**config.mk**
```make
export PLATFORM = sky130hd
export DESIGN_NAME = led_pattern_seq
export DESIGN_NICKNAME = d
export VERILOG_FILES = /design/src/rtl/led_seq_pkg.sv /design/src/rtl/tick_gen.sv /design/src/rtl/led_pattern_seq.sv
export SDC_FILE = /design/constraint.sdc
export NUM_CORES = 1
export LEC_CHECK = 0
export CAP_MARGIN = 20
export CORE_ASPECT_RATIO = 0.8
export CORE_UTILIZATION = 55
export CTS_CLUSTER_DIAMETER = 50
export CTS_CLUSTER_SIZE = 8
export DETAILED_ROUTE_END_ITERATION = 10
export GPL_TIMING_DRIVEN = 0
export MAX_ROUTING_LAYER = met4
export PLACE_DENSITY_LB_ADDON = 0.08
export SLEW_MARGIN = 10
export SYNTH_ARGS = -nofsm -noshare
export SYNTH_HDL_FRONTEND = slang
export SYNTH_SLANG_ARGS = --single-unit
```
**constraint.sdc**
```tcl
create_clock -name CLOCK_50 -period 4.4 [get_ports CLOCK_50]
set_input_delay 0.66 -clock CLOCK_50 [delete_from_list [all_inputs] [get_ports CLOCK_50]]
set_output_delay 0.66 -clock CLOCK_50 [all_outputs]
set_load 0.02 [all_outputs]
```
**src/rtl/led_seq_pkg.sv**
```systemverilog
// Shared types for the LED pattern sequencer: mode encoding, per-mode start value
// and the bounce direction encoding.
package led_seq_pkg;

    typedef enum logic [1:0] {
        MODE_BLINK  = 2'd0,
        MODE_CHASE  = 2'd1,
        MODE_BOUNCE = 2'd2,
        MODE_FILL   = 2'd3
    } mode_e;

    localparam logic DIR_UP   = 1'b1;
    localparam logic DIR_DOWN = 1'b0;

    // Every mode starts with only LED0 lit, except FILL which starts dark.
    function automatic logic start_lsb(input mode_e m);
        return (m != MODE_FILL);
    endfunction

endpackage

```
**src/rtl/tick_gen.sv**
```systemverilog
// Prescaler: free-running modulo-DIV counter that holds while en is low and
// flags the wrap edge with a combinational tick.
module tick_gen #(
    parameter int DIV = 50_000_000
) (
    input  logic CLOCK_50,
    input  logic RESET,
    input  logic en,
    output logic tick
);

    localparam int              CW   = $clog2(DIV);
    localparam logic [CW-1:0]   LAST = CW'(DIV - 1);

    logic [CW-1:0] cnt_q, cnt_d;

    always_comb begin
        cnt_d = cnt_q;
        tick  = 1'b0;
        if (en) begin
            if (cnt_q == LAST) begin
                cnt_d = '0;
                tick  = 1'b1;
            end else begin
                cnt_d = cnt_q + 1'b1;
            end
        end
    end

    always_ff @(posedge CLOCK_50 or posedge RESET) begin
        if (RESET) begin
            cnt_q <= '0;
        end else begin
            cnt_q <= cnt_d;
        end
    end

endmodule

```
**src/rtl/led_pattern_seq.sv**
```systemverilog
// LED bank pattern sequencer: synchronises the board switches, and on every
// prescaler tick either loads a newly selected mode or advances the current pattern.
module led_pattern_seq
    import led_seq_pkg::*;
#(
    parameter int DIV  = 50_000_000,
    parameter int NLED = 8
) (
    input  logic            CLOCK_50,
    input  logic            RESET,
    input  logic [1:0]      SW,
    input  logic            PAUSE,
    output logic [NLED-1:0] LEDG,
    output logic            STEP
);

    localparam logic [NLED-1:0] PAT_RESET = {{(NLED-1){1'b0}}, 1'b1};

    logic [1:0]      sw_meta_q, sw_meta_d, sw_sync_q, sw_sync_d;
    logic            pause_meta_q, pause_meta_d, pause_sync_q, pause_sync_d;
    mode_e           mode_q, mode_d;
    logic            dir_q, dir_d;
    logic [NLED-1:0] pat_q, pat_d;
    logic            step_q, step_d;
    logic            tick;
    mode_e           sw_mode;

    tick_gen #(.DIV(DIV)) u_tick_gen (
        .CLOCK_50 (CLOCK_50),
        .RESET    (RESET),
        .en       (~pause_sync_q),
        .tick     (tick)
    );

    assign sw_mode = mode_e'(sw_sync_q);

    always_comb begin
        sw_meta_d    = SW;
        sw_sync_d    = sw_meta_q;
        pause_meta_d = PAUSE;
        pause_sync_d = pause_meta_q;
        mode_d       = mode_q;
        dir_d        = dir_q;
        pat_d        = pat_q;
        step_d       = tick;
        if (tick) begin
            // A mode change takes the whole tick; the new pattern advances from the next one.
            if (sw_mode != mode_q) begin
                mode_d = sw_mode;
                pat_d  = {{(NLED-1){1'b0}}, start_lsb(sw_mode)};
                dir_d  = DIR_UP;
            end else begin
                case (mode_q)
                    MODE_BLINK: begin
                        pat_d      = '0;
                        pat_d[1:0] = {pat_q[0], pat_q[1]};
                    end
                    MODE_CHASE: pat_d = {pat_q[NLED-2:0], pat_q[NLED-1]};
                    MODE_BOUNCE: begin
                        // Reversing on the end bit itself keeps each end LED lit for one step only.
                        if (dir_q == DIR_UP) begin
                            if (pat_q[NLED-1]) begin
                                pat_d = pat_q >> 1;
                                dir_d = DIR_DOWN;
                            end else begin
                                pat_d = pat_q << 1;
                            end
                        end else begin
                            if (pat_q[0]) begin
                                pat_d = pat_q << 1;
                                dir_d = DIR_UP;
                            end else begin
                                pat_d = pat_q >> 1;
                            end
                        end
                    end
                    MODE_FILL: pat_d = (&pat_q) ? '0 : {pat_q[NLED-2:0], 1'b1};
                    default: pat_d = pat_q;
                endcase
            end
        end
    end

    always_ff @(posedge CLOCK_50 or posedge RESET) begin
        if (RESET) begin
            sw_meta_q    <= '0;
            sw_sync_q    <= '0;
            pause_meta_q <= 1'b0;
            pause_sync_q <= 1'b0;
            mode_q       <= MODE_BLINK;
            dir_q        <= DIR_UP;
            pat_q        <= PAT_RESET;
            step_q       <= 1'b0;
        end else begin
            sw_meta_q    <= sw_meta_d;
            sw_sync_q    <= sw_sync_d;
            pause_meta_q <= pause_meta_d;
            pause_sync_q <= pause_sync_d;
            mode_q       <= mode_d;
            dir_q        <= dir_d;
            pat_q        <= pat_d;
            step_q       <= step_d;
        end
    end

    assign LEDG = pat_q;
    assign STEP = step_q;

endmodule

```
==> impl_metrics.env, run 1 <==
export IMPL_rsz0062_at_grt="no"
export IMPL_yosys_warnings=0
export IMPL_cp_cell_sequence="nand4_1, nor4_1, nand3_1, or2_1, xnor2_1"
export IMPL_grt_max_degree=42
export IMPL_grt_pass1_wl_um=7445
export IMPL_drt_total_wl_um=4370
export IMPL_place_congestion=0.8972
export IMPL_crit_path_end_kind="flop"
export IMPL_post_cts_buffers=0
export IMPL_start_util_pct=57.42
export IMPL_clk_path_buf_depth=2
export IMPL_cap_violations=0
export IMPL_clkTransAtPathRegs_ps=80
export IMPL_cp_num_buf_inv=0
export IMPL_hold_path_class="reg2reg"
export IMPL_num_fill_cells=296
export IMPL_irDropWorstVdd_uv=216.6
export IMPL_antenna_left=0
export IMPL_ff2ff_path_depth=5
export IMPL_holdPathEnd="pause_sync_q"
export IMPL_ctsHtreeMaxLevel=2
export IMPL_placed_cell_area_um2=2389
export IMPL_grt_overflow=0
export IMPL_leakage_nw=1.041
export IMPL_wl_per_cell_um=14.76
export IMPL_hold_viol_final=0
export IMPL_critPathMaxFanout=8
export IMPL_min_from="pause_meta_q"
export IMPL_place_hpwl_um=3176
export IMPL_utilization_pct=65.60
export IMPL_cts_hold_buffers=0
export IMPL_max_stage_delay_ps=690
export IMPL_multi_input_area_um2=1026
export IMPL_hold_depth=0
export IMPL_grt_pass1_vias=1507
export IMPL_finClkSkew_ps=2.045
export IMPL_io_pins=14
export IMPL_cp_top_family="simple AND/OR/NAND/NOR gates"
export IMPL_die_w_um=72.22
export IMPL_ctsResizeCount=0
export IMPL_finalCriticalPeriod_ps=2174
export IMPL_arrival_ps=2350
export IMPL_root_buffer="clkbuf_8"
export IMPL_hold_ws_ps=354.1
export IMPL_path_class="reg2reg"
export IMPL_synth_edf_count=0
export IMPL_p_per_area_nw_per_um2=327.9
export IMPL_seq_area_um2=1104
export IMPL_ys_seq_area_share_pct=50.87
export IMPL_status="complete, no violations"
export IMPL_dp_cells=288
export IMPL_die_h_um=58.18
export IMPL_worst_setup_path_startpoint="u_tick_gen.cnt_q[3]"
export IMPL_r2r_start="u_tick_gen.cnt_q[3]"
export IMPL_syn_avg_cell_area_um2=9.907
export IMPL_numPortBuffers=13
export IMPL_ys_flop_type="dfrtp_1"
export IMPL_drv_slew=0
export IMPL_worst_pin_slew_ps=1060
export IMPL_fin_ws_ps=2226
export IMPL_netlist_instances=219
export IMPL_relSlewSlack_pct=28.72
export IMPL_drcViolationCount=0
export IMPL_mappedNetlistArea_um2=2170
export IMPL_synth_cell_types=44
export IMPL_num_vias=1676
export IMPL_finalCritPeriodShare_pct=49.41
export IMPL_fmax_mhz=460.0
export IMPL_ys_ff_latch=44
export IMPL_clock_sinks=44
export IMPL_drt_vias_per_instance=5.662
export IMPL_drive_above_1_share_pct=7.054
export IMPL_synthArstFlopShare_pct=100.0
export IMPL_r2r_end="u_tick_gen.cnt_q[18]"
export IMPL_grt_antenna_before_repair=0
export IMPL_core_um2=3779
export IMPL_first_iter_violations=108
export IMPL_place_ws_ps=2221
export IMPL_start_kind="flop"
export IMPL_ff2ff_setup_slack_ps=2230
export IMPL_finalNetCount=246
export IMPL_cts_buffers=5
export IMPL_critPathSlowestCell="nor4_1"
export IMPL_clkLatencyLatePin_ps=290
export IMPL_syn_num_nets=225
export IMPL_drtPass1Iterations=4
export IMPL_finalNonFillerCells=296
export IMPL_grt_usage_pct=24.23
export IMPL_crit_required_ps=4580
export IMPL_dieArea_um2=4201
export IMPL_cts_tree="yes"
export IMPL_num_rows=20
export IMPL_synthToLayoutAreaGrowth_pct=14.24
export IMPL_antenna_cells=0
export IMPL_design_area_um2=2479
export IMPL_finalSetupTns_ps=0
export IMPL_setup_viol=0
export IMPL_p_total_mw=0.8128
-- routing by layer --
metal	vias to the layer above	wire length, µm	GRT usage (%)	part of all wire (%)
met2	42	1864	30.44	43
met5	-	0	-	0
met3	5	249	5.217	5.7
met4	0	35	7.843	0.80
li1	822	-	-	-
met1	807	2221	37.98	51
-- cell families (layout without fill, tap and decap cells) --
group / Yosys count / count (layout) / synth area share, %
compound gates: 31 / 31 / 9.862
xor+xnor: 26 / 26 / 10.50
fa+ha+maj: 1 / 1 / 0.5766
buf+inv: 10 / 32 / 1.845
flops: 44 / 44 / 50.87
mux: 5 / 5 / 2.422
simple gates: 102 / 102 / 23.93
-- worst max path at each step --
stage                                end  cells past startpoint
finish              u_tick_gen.cnt_q[18]                      5
CTS                 u_tick_gen.cnt_q[18]                      5
global placement                 LEDG[1]                      2
detailed placement             mode_q[0]                      4
floorplan                        LEDG[6]                      5
global route        u_tick_gen.cnt_q[18]                      5
-- report_power, final --
| group | internal, mW | total, mW | switching (mW) |
|---|---|---|---|
| Sequential | 0.439 | 0.476 | 0.0371 |
| Combinational | 0.0401 | 0.0841 | 0.0440 |
| Clock | 0.128 | 0.253 | 0.125 |
| Total | 0.607 | 0.813 | 0.206 |
-- worst reg2reg max path, stage by stage (launching register included) --
cell	delay, ps
dfrtp_1	430
nand4_1	330
nor4_1	690
nand3_1	220
or2_1	270
xnor2_1	120
-- cell usage after synthesis (3+ instances only) --
cell,count,area share (%)
inv_1,4,0.69
nand3_1,13,3.0
nand2b_1,3,0.87
xor2_1,16,6.5
and3_1,4,1.2
nor3_1,6,1.4
nand2_1,25,4.3
clkbuf_1,4,0.69
nand4_1,6,1.7
mux2i_1,3,1.4
dfrtp_1,42,48
nor4_1,5,1.4
nor2_1,25,4.3
o21ai_0,6,1.4
a21oi_1,9,2.1
xnor2_1,10,4.0
-- sequential cells by signal (all words and copies together) (netlist names) --
name / count
u_tick_gen.cnt_q: 26
dir_q: 1
pause_meta_q: 1
STEP: 1
LEDG: 8
sw_meta_q: 2
pause_sync_q: 1
sw_mode: 2
mode_q: 2
-- layout make-up --
type	instances	area share, %
Multi-Input combinational cell	165	41.39
Sequential cell	44	44.52
Timing Repair Buffer	14	6.058
Tap cell	55	2.776
Inverter	4	0.6058
Clock buffer	8	3.635
Buffer	6	1.010
-- cells in the final DEF (no fill, tap or decap), types with 3 or more instances in the layout --
cell and n:
nand4_1 6, clkdlybuf4s50_1 13, nor4_1 5, xor2_1 16, and3_1 4, xnor2_1 10, nand2b_1 3, dfrtp_1 42
clkbuf_8 6, nand3_1 13, o21ai_0 6, a21oi_1 9, mux2i_1 3, clkbuf_1 6, nor3_1 6, inv_1 3
nand2_1 25, nor2_1 25
No activity file was read; power rests on OpenSTA's default activity.
==> run 2: changes to the inputs <==
- CORE_UTILIZATION: 55 -> 52
- clock period: 4.4 -> 2 ns (I/O delays scaled with it)
==> run 2 against run 1 <==
Largest power group unchanged; largest cell class is now multi-input combinational cells; critical path type unchanged; sequential share of layout area down 3.4 points; power up 130%; hold slack worse by 88 ps.
==> impl_metrics.env, run 2 (same netlist as run 1, synthesis figures left out) <==
export IMPL_path_class="reg2reg"
export IMPL_ctsHtreeMaxLevel=2
export IMPL_grt_antenna_before_repair=0
export IMPL_num_vias=1788
export IMPL_cap_violations=0
export IMPL_drtPass1Iterations=4
export IMPL_switchingPower_mw=0.4944
export IMPL_place_ws_ps=-179.8
export IMPL_synthToLayoutAreaGrowth_pct=23.76
export IMPL_critPathSlowestCell="dfrtp_1"
export IMPL_pwr_share_seq_pct=56.7
export IMPL_start_kind="flop"
export IMPL_hold_viol_final=0
export IMPL_grt_max_degree=33
export IMPL_antenna_left=0
export IMPL_hold_path_class="in2async"
export IMPL_r2r_start="u_tick_gen.cnt_q[3]"
export IMPL_clk_path_buf_depth=2
export IMPL_core_um2=3904
export IMPL_cp_cell_sequence="nand4_1, buf_4, nor3_2, nand4_1, xor2_1, nor2_1"
export IMPL_final_common_cell="dfrtp_1"
export IMPL_clkPwrFrac_pct=29.3
export IMPL_ff2ff_path_depth=6
export IMPL_finClkSkew_ps=5.984
export IMPL_dieArea_um2=4436
export IMPL_crit_path_end_kind="flop"
export IMPL_clkTransAtPathRegs_ps=80
export IMPL_start_util_pct=55.58
export IMPL_critPathMaxFanout=5
export IMPL_drt_total_wl_um=4972
export IMPL_num_rows=20
export IMPL_comb_power_share_pct=14.0
export IMPL_largest_register_ffs=26
export IMPL_design_area_um2=2685
export IMPL_wl_per_cell_um=16.09
export IMPL_finalCritPeriodShare_pct=98.62
export IMPL_root_buffer="clkbuf_8"
export IMPL_first_iter_violations=220
export IMPL_die_w_um=74.22
export IMPL_place_congestion=0.9198
export IMPL_grt_pass1_wl_um=8286
export IMPL_irDropWorstVdd_uv=420.2
export IMPL_grt_overflow=0
export IMPL_place_hpwl_um=3379
export IMPL_fin_ws_ps=27.59
export IMPL_max_stage_delay_ps=420
export IMPL_r2r_end="u_tick_gen.cnt_q[25]"
export IMPL_p_per_area_nw_per_um2=681.4
export IMPL_worst_path_most_repeated_cell="nand4_1"
export IMPL_crit_required_ps=2180
export IMPL_endpoint="u_tick_gen.cnt_q[25]"
export IMPL_relSlewSlack_pct=66.31
export IMPL_finalCriticalPeriod_ps=1972
export IMPL_finalNetCount=260
export IMPL_largest_register="u_tick_gen.cnt_q"
export IMPL_drcViolationCount=0
export IMPL_die_h_um=59.78
export IMPL_cts_buffers=5
export IMPL_numPortBuffers=13
export IMPL_worst_pin_slew_ps=501.5
export IMPL_clkLatencyLatePin_ps=300
export IMPL_clock_sinks=44
export IMPL_drive_above_1_share_pct=17.72
export IMPL_grt_pass1_vias=1691
export IMPL_antenna_cells=0
export IMPL_internal_power_mw=1.335
export IMPL_cts_tree="yes"
export IMPL_fmax_mhz=507.0
export IMPL_placed_cell_area_um2=2389
export IMPL_setup_viol=0
export IMPL_layout_common_cells="dfrtp_1 (41), nand2_1 (25), nor2_1 (25)"
export IMPL_io_pins=14
export IMPL_arrival_ps=2160
export IMPL_leakage_nw=1.190
export IMPL_drv_slew=0
export IMPL_drt_vias_per_instance=5.786
export IMPL_rsz0062_at_grt="yes"
export IMPL_sw_frac_of_total_pct=27.02
export IMPL_grt_usage_pct=26.63
export IMPL_ff2ff_setup_slack_ps=30
export IMPL_worst_setup_path_startpoint="u_tick_gen.cnt_q[3]"
export IMPL_status="complete, no violations"
run 2: cell count changes in the layout (fill, tap and decap cells not counted), moves of 2 or more:
| cell | previous run | this run |
|---|---|---|
| buf_2 | 2 | 0 |
| buf_4 | 0 | 16 |
| clkbuf_1 | 6 | 2 |
| clkbuf_2 | 0 | 2 |
| nor3_1 | 6 | 4 |
| nor3_2 | 0 | 2 |
| nor4_1 | 5 | 2 |
| nor4_4 | 0 | 2 |
| nor4b_4 | 0 | 2 |
run 2: repair_timing:
item	in CTS	in global routing
setup buffers	7	8
pin swaps	5	6
setup endpoints to repair	20	24
hold buffers	0	0
resized for setup	8	16
hold endpoints to repair	0	0
run 2: how the worst min path moves through the flow:
stage	to	slack [ps]	cells past startpoint
after global routing	sw_meta_q[1]	280	2
final	sw_meta_q[1]	270	2
after floorplan	pause_sync_q	330	0
after global placement	sw_mode[0]	330	0
after CTS	sw_meta_q[1]	270	2
after detailed placement	pause_sync_q	340	0
run 2: power groups by stage:
| stage | combinational (mW) | sequential, mW | clock (mW) |
|---|---|---|---|
| floorplan | 0.141 | 1.04 | 0 |
| global placement | 0.170 | 1.05 | 0 |
| detailed placement | 0.186 | 1.06 | 0 |
| CTS | 0.233 | 1.03 | 0.548 |
| global route | 0.293 | 1.05 | 0.589 |
| finish | 0.256 | 1.04 | 0.536 |
run 2: final cells by class:
cell class | instances | area, µm²
clock inverters | 2 | 12.51
plain buffers | 5 | 25.02
fillers | 300 | 1219
repair buffers | 29 | 262.8
clock buffers | 5 | 68.82
inverters | 4 | 15.01
well taps | 55 | 68.82
multi-input cells | 165 | 1127
flip-flops and latches | 44 | 1105
run 2: per-stage QoR:
| step | power, mW | utilization, % | instances | TNS, ps | hold slack [ps] |
|---|---|---|---|---|---|
| global placement | 1.222 | 60.67 | 287 | -6979 | 333.6 |
| detailed placement | 1.244 | 61.19 | 288 | -1687 | 342.6 |
| CTS | 1.816 | 65.45 | 302 | -160.1 | 273.4 |
| finish | 1.830 | 68.78 | 309 | 0 | 266.3 |
| global route | 1.934 | 68.78 | 309 | -161.5 | 284.0 |
| floorplan | 1.184 | - | 219 | 0 | 331.2 |
run 2: layer usage:
layer / wire, µm / vias to the layer above / global-route usage [%]
met5: 0 / - / -
met4: 114 / 0 / 14.29
met3: 270 / 12 / 6.577
met2: 2250 / 52 / 35.19
met1: 2337 / 875 / 37.46
li1: - / 849 / -
run 2: worst max-delay path: cells and delay by family, from the launching register on:
kind	cells	cell delay, ps
xor+xnor	1	260
buf+inv	1	240
flops	1	420
simple gates	4	930
==> run 3: changes to the inputs <==
- CORE_UTILIZATION: 52 -> 40
- MAX_ROUTING_LAYER: met4 -> unset
- SLEW_MARGIN: 10 -> unset
==> run 3 against run 2 <==
The run now ends with DRC left; die area rose by 29%; critical path depth stayed put; final area shrank 1.4%; maximum frequency increased by 1.7%; via count shrank 4.9%; wire length shrank 3.3%; hold slack got worse by 53 ps.
==> impl_metrics.env, run 3 (same netlist as run 1, synthesis figures left out) <==
export IMPL_finalCriticalPeriod_ps=1939
export IMPL_num_vias=1701
export IMPL_rsz0062_at_grt="yes"
export IMPL_drcViolationCount=3
export IMPL_root_buffer="clkbuf_8"
export IMPL_finClkSkew_ps=4.618
export IMPL_seq_area_um2=1105
export IMPL_drtPass1Iterations=7
export IMPL_critPathMaxFanout=7
export IMPL_finalNonFillerCells=308
export IMPL_layout_common_cells="dfrtp_1 (41), nand2_1 (25), nor2_1 (25)"
export IMPL_leakage_nw=1.146
export IMPL_arrival_ps=2140
export IMPL_grt_pass1_wl_um=8107
export IMPL_multi_input_area_um2=1134
export IMPL_setup_viol=0
export IMPL_ctsHtreeMaxLevel=2
export IMPL_drt_vias_per_instance=5.523
export IMPL_hold_ws_ps=212.8
export IMPL_failed_checks="DRC"
export IMPL_place_congestion=0.8892
export IMPL_start_kind="flop"
export IMPL_dieArea_um2=5724
export IMPL_antenna_cells=0
export IMPL_grt_pass1_vias=1571
export IMPL_grt_usage_pct=18.67
export IMPL_grt_max_degree=40
export IMPL_irDropWorstVdd_uv=321.1
export IMPL_grt_antenna_before_repair=0
export IMPL_largest_register="u_tick_gen.cnt_q"
export IMPL_finalCritPeriodShare_pct=96.95
export IMPL_drt_total_wl_um=4808
export IMPL_clock_sinks=44
export IMPL_cts_hold_buffers=0
export IMPL_die_w_um=84.34
export IMPL_p_total_mw=1.804
export IMPL_clkLatencyLatePin_ps=290
export IMPL_cts_tree="yes"
export IMPL_hold_path_class="in2async"
export IMPL_num_rows=23
export IMPL_numPortBuffers=13
export IMPL_clkTransAtPathRegs_ps=80
export IMPL_num_fill_cells=459
export IMPL_p_per_area_nw_per_um2=681.4
export IMPL_crit_path_end_kind="flop"
export IMPL_cap_violations=0
export IMPL_grt_overflow=0
export IMPL_path_class="reg2reg"
export IMPL_hold_viol_final=0
export IMPL_final_common_cell="dfrtp_1"
export IMPL_first_iter_violations=135
export IMPL_drv_slew=0
export IMPL_finalNetCount=251
export IMPL_io_pins=14
export IMPL_synthToLayoutAreaGrowth_pct=22.03
export IMPL_crit_required_ps=2200
export IMPL_relSlewSlack_pct=69.37
export IMPL_die_h_um=67.87
export IMPL_place_hpwl_um=3258
export IMPL_start_util_pct=42.35
export IMPL_wl_per_cell_um=15.61
export IMPL_worst_pin_slew_ps=459.5
export IMPL_core_um2=5122
export IMPL_fmax_mhz=515.7
export IMPL_status="complete, but fails checks"
export IMPL_cts_buffers=5
export IMPL_dp_cells=295
export IMPL_clk_path_buf_depth=2
export IMPL_largest_register_ffs=26
export IMPL_drive_above_1_share_pct=14.63
export IMPL_antenna_left=0
run 3: critical path: stages (launching register included):
cell     delay [ps]
dfrtp_1         400
ha_2            200
and3b_2         220
nand3_2         120
or4_4           440
buf_6           160
o41ai_2         310
run 3: cell type report:
| cell class | count | area share (%) |
|---|---|---|
| Timing Repair Buffer | 19 | 7.089 |
| Buffer | 6 | 1.465 |
| Clock buffer | 8 | 3.403 |
| Tap cell | 62 | 2.930 |
| Inverter | 4 | 0.5671 |
| Sequential cell | 44 | 41.73 |
| Multi-Input combinational cell | 165 | 42.82 |
run 3: what timing repair did:
action,in CTS,in global routing
endpoints found under the setup margin,21,29
pin swaps,2,3
gates resized for setup,8,18
buffers inserted,2,3
run 3: power by group:
group	internal [mW]	switching (mW)	leakage [nW]	total [mW]
clock	0.282	0.287	0.0455	0.569
combinational	0.0918	0.0966	0.520	0.188
sequential	0.965	0.0812	0.580	1.05
total	1.34	0.465	1.15	1.80
run 3: per-stage QoR:
stage / cell area, µm² / TNS (ps) / worst slack [ps] / utilization [%]
CTS: 2540 / 0 / 12.43 / 49.58
global route: 2648 / -20.50 / -11.84 / 51.69
floorplan: 2170 / 0 / 132.4 / -
finish: 2648 / 0 / 61.03 / 51.69
global placement: 2377 / -15430 / -310.1 / 46.41
detailed placement: 2397 / -1797 / -160.0 / 46.80
run 3: path summary, 6_finish.rpt:
check                                          from          to  slack, ps  depth (start not counted)
worst min register to register         sw_meta_q[1]  sw_mode[1]        350                          0
max in group asynchronous                     RESET       dir_q       1270                          3
worst max register to register  u_tick_gen.cnt_q[0]     LEDG[6]         60                          6
worst max-delay path            u_tick_gen.cnt_q[0]     LEDG[6]         60                          6
min in group CLOCK_50                  sw_meta_q[1]  sw_mode[1]        350                          0
worst min-delay path                          RESET     LEDG[4]        210                          2
run 3: routing by layer:
layer  up-vias  wire (µm)  share of wire [%]  global-route usage, %
li1        827          -                  -                      -
met1       835       2595                 54                  28.83
met2        34       1955                 41                  26.23
met3         5        221                4.6                  3.981
met4         0         36               0.75                  5.085
met5         -          0                  0                      0
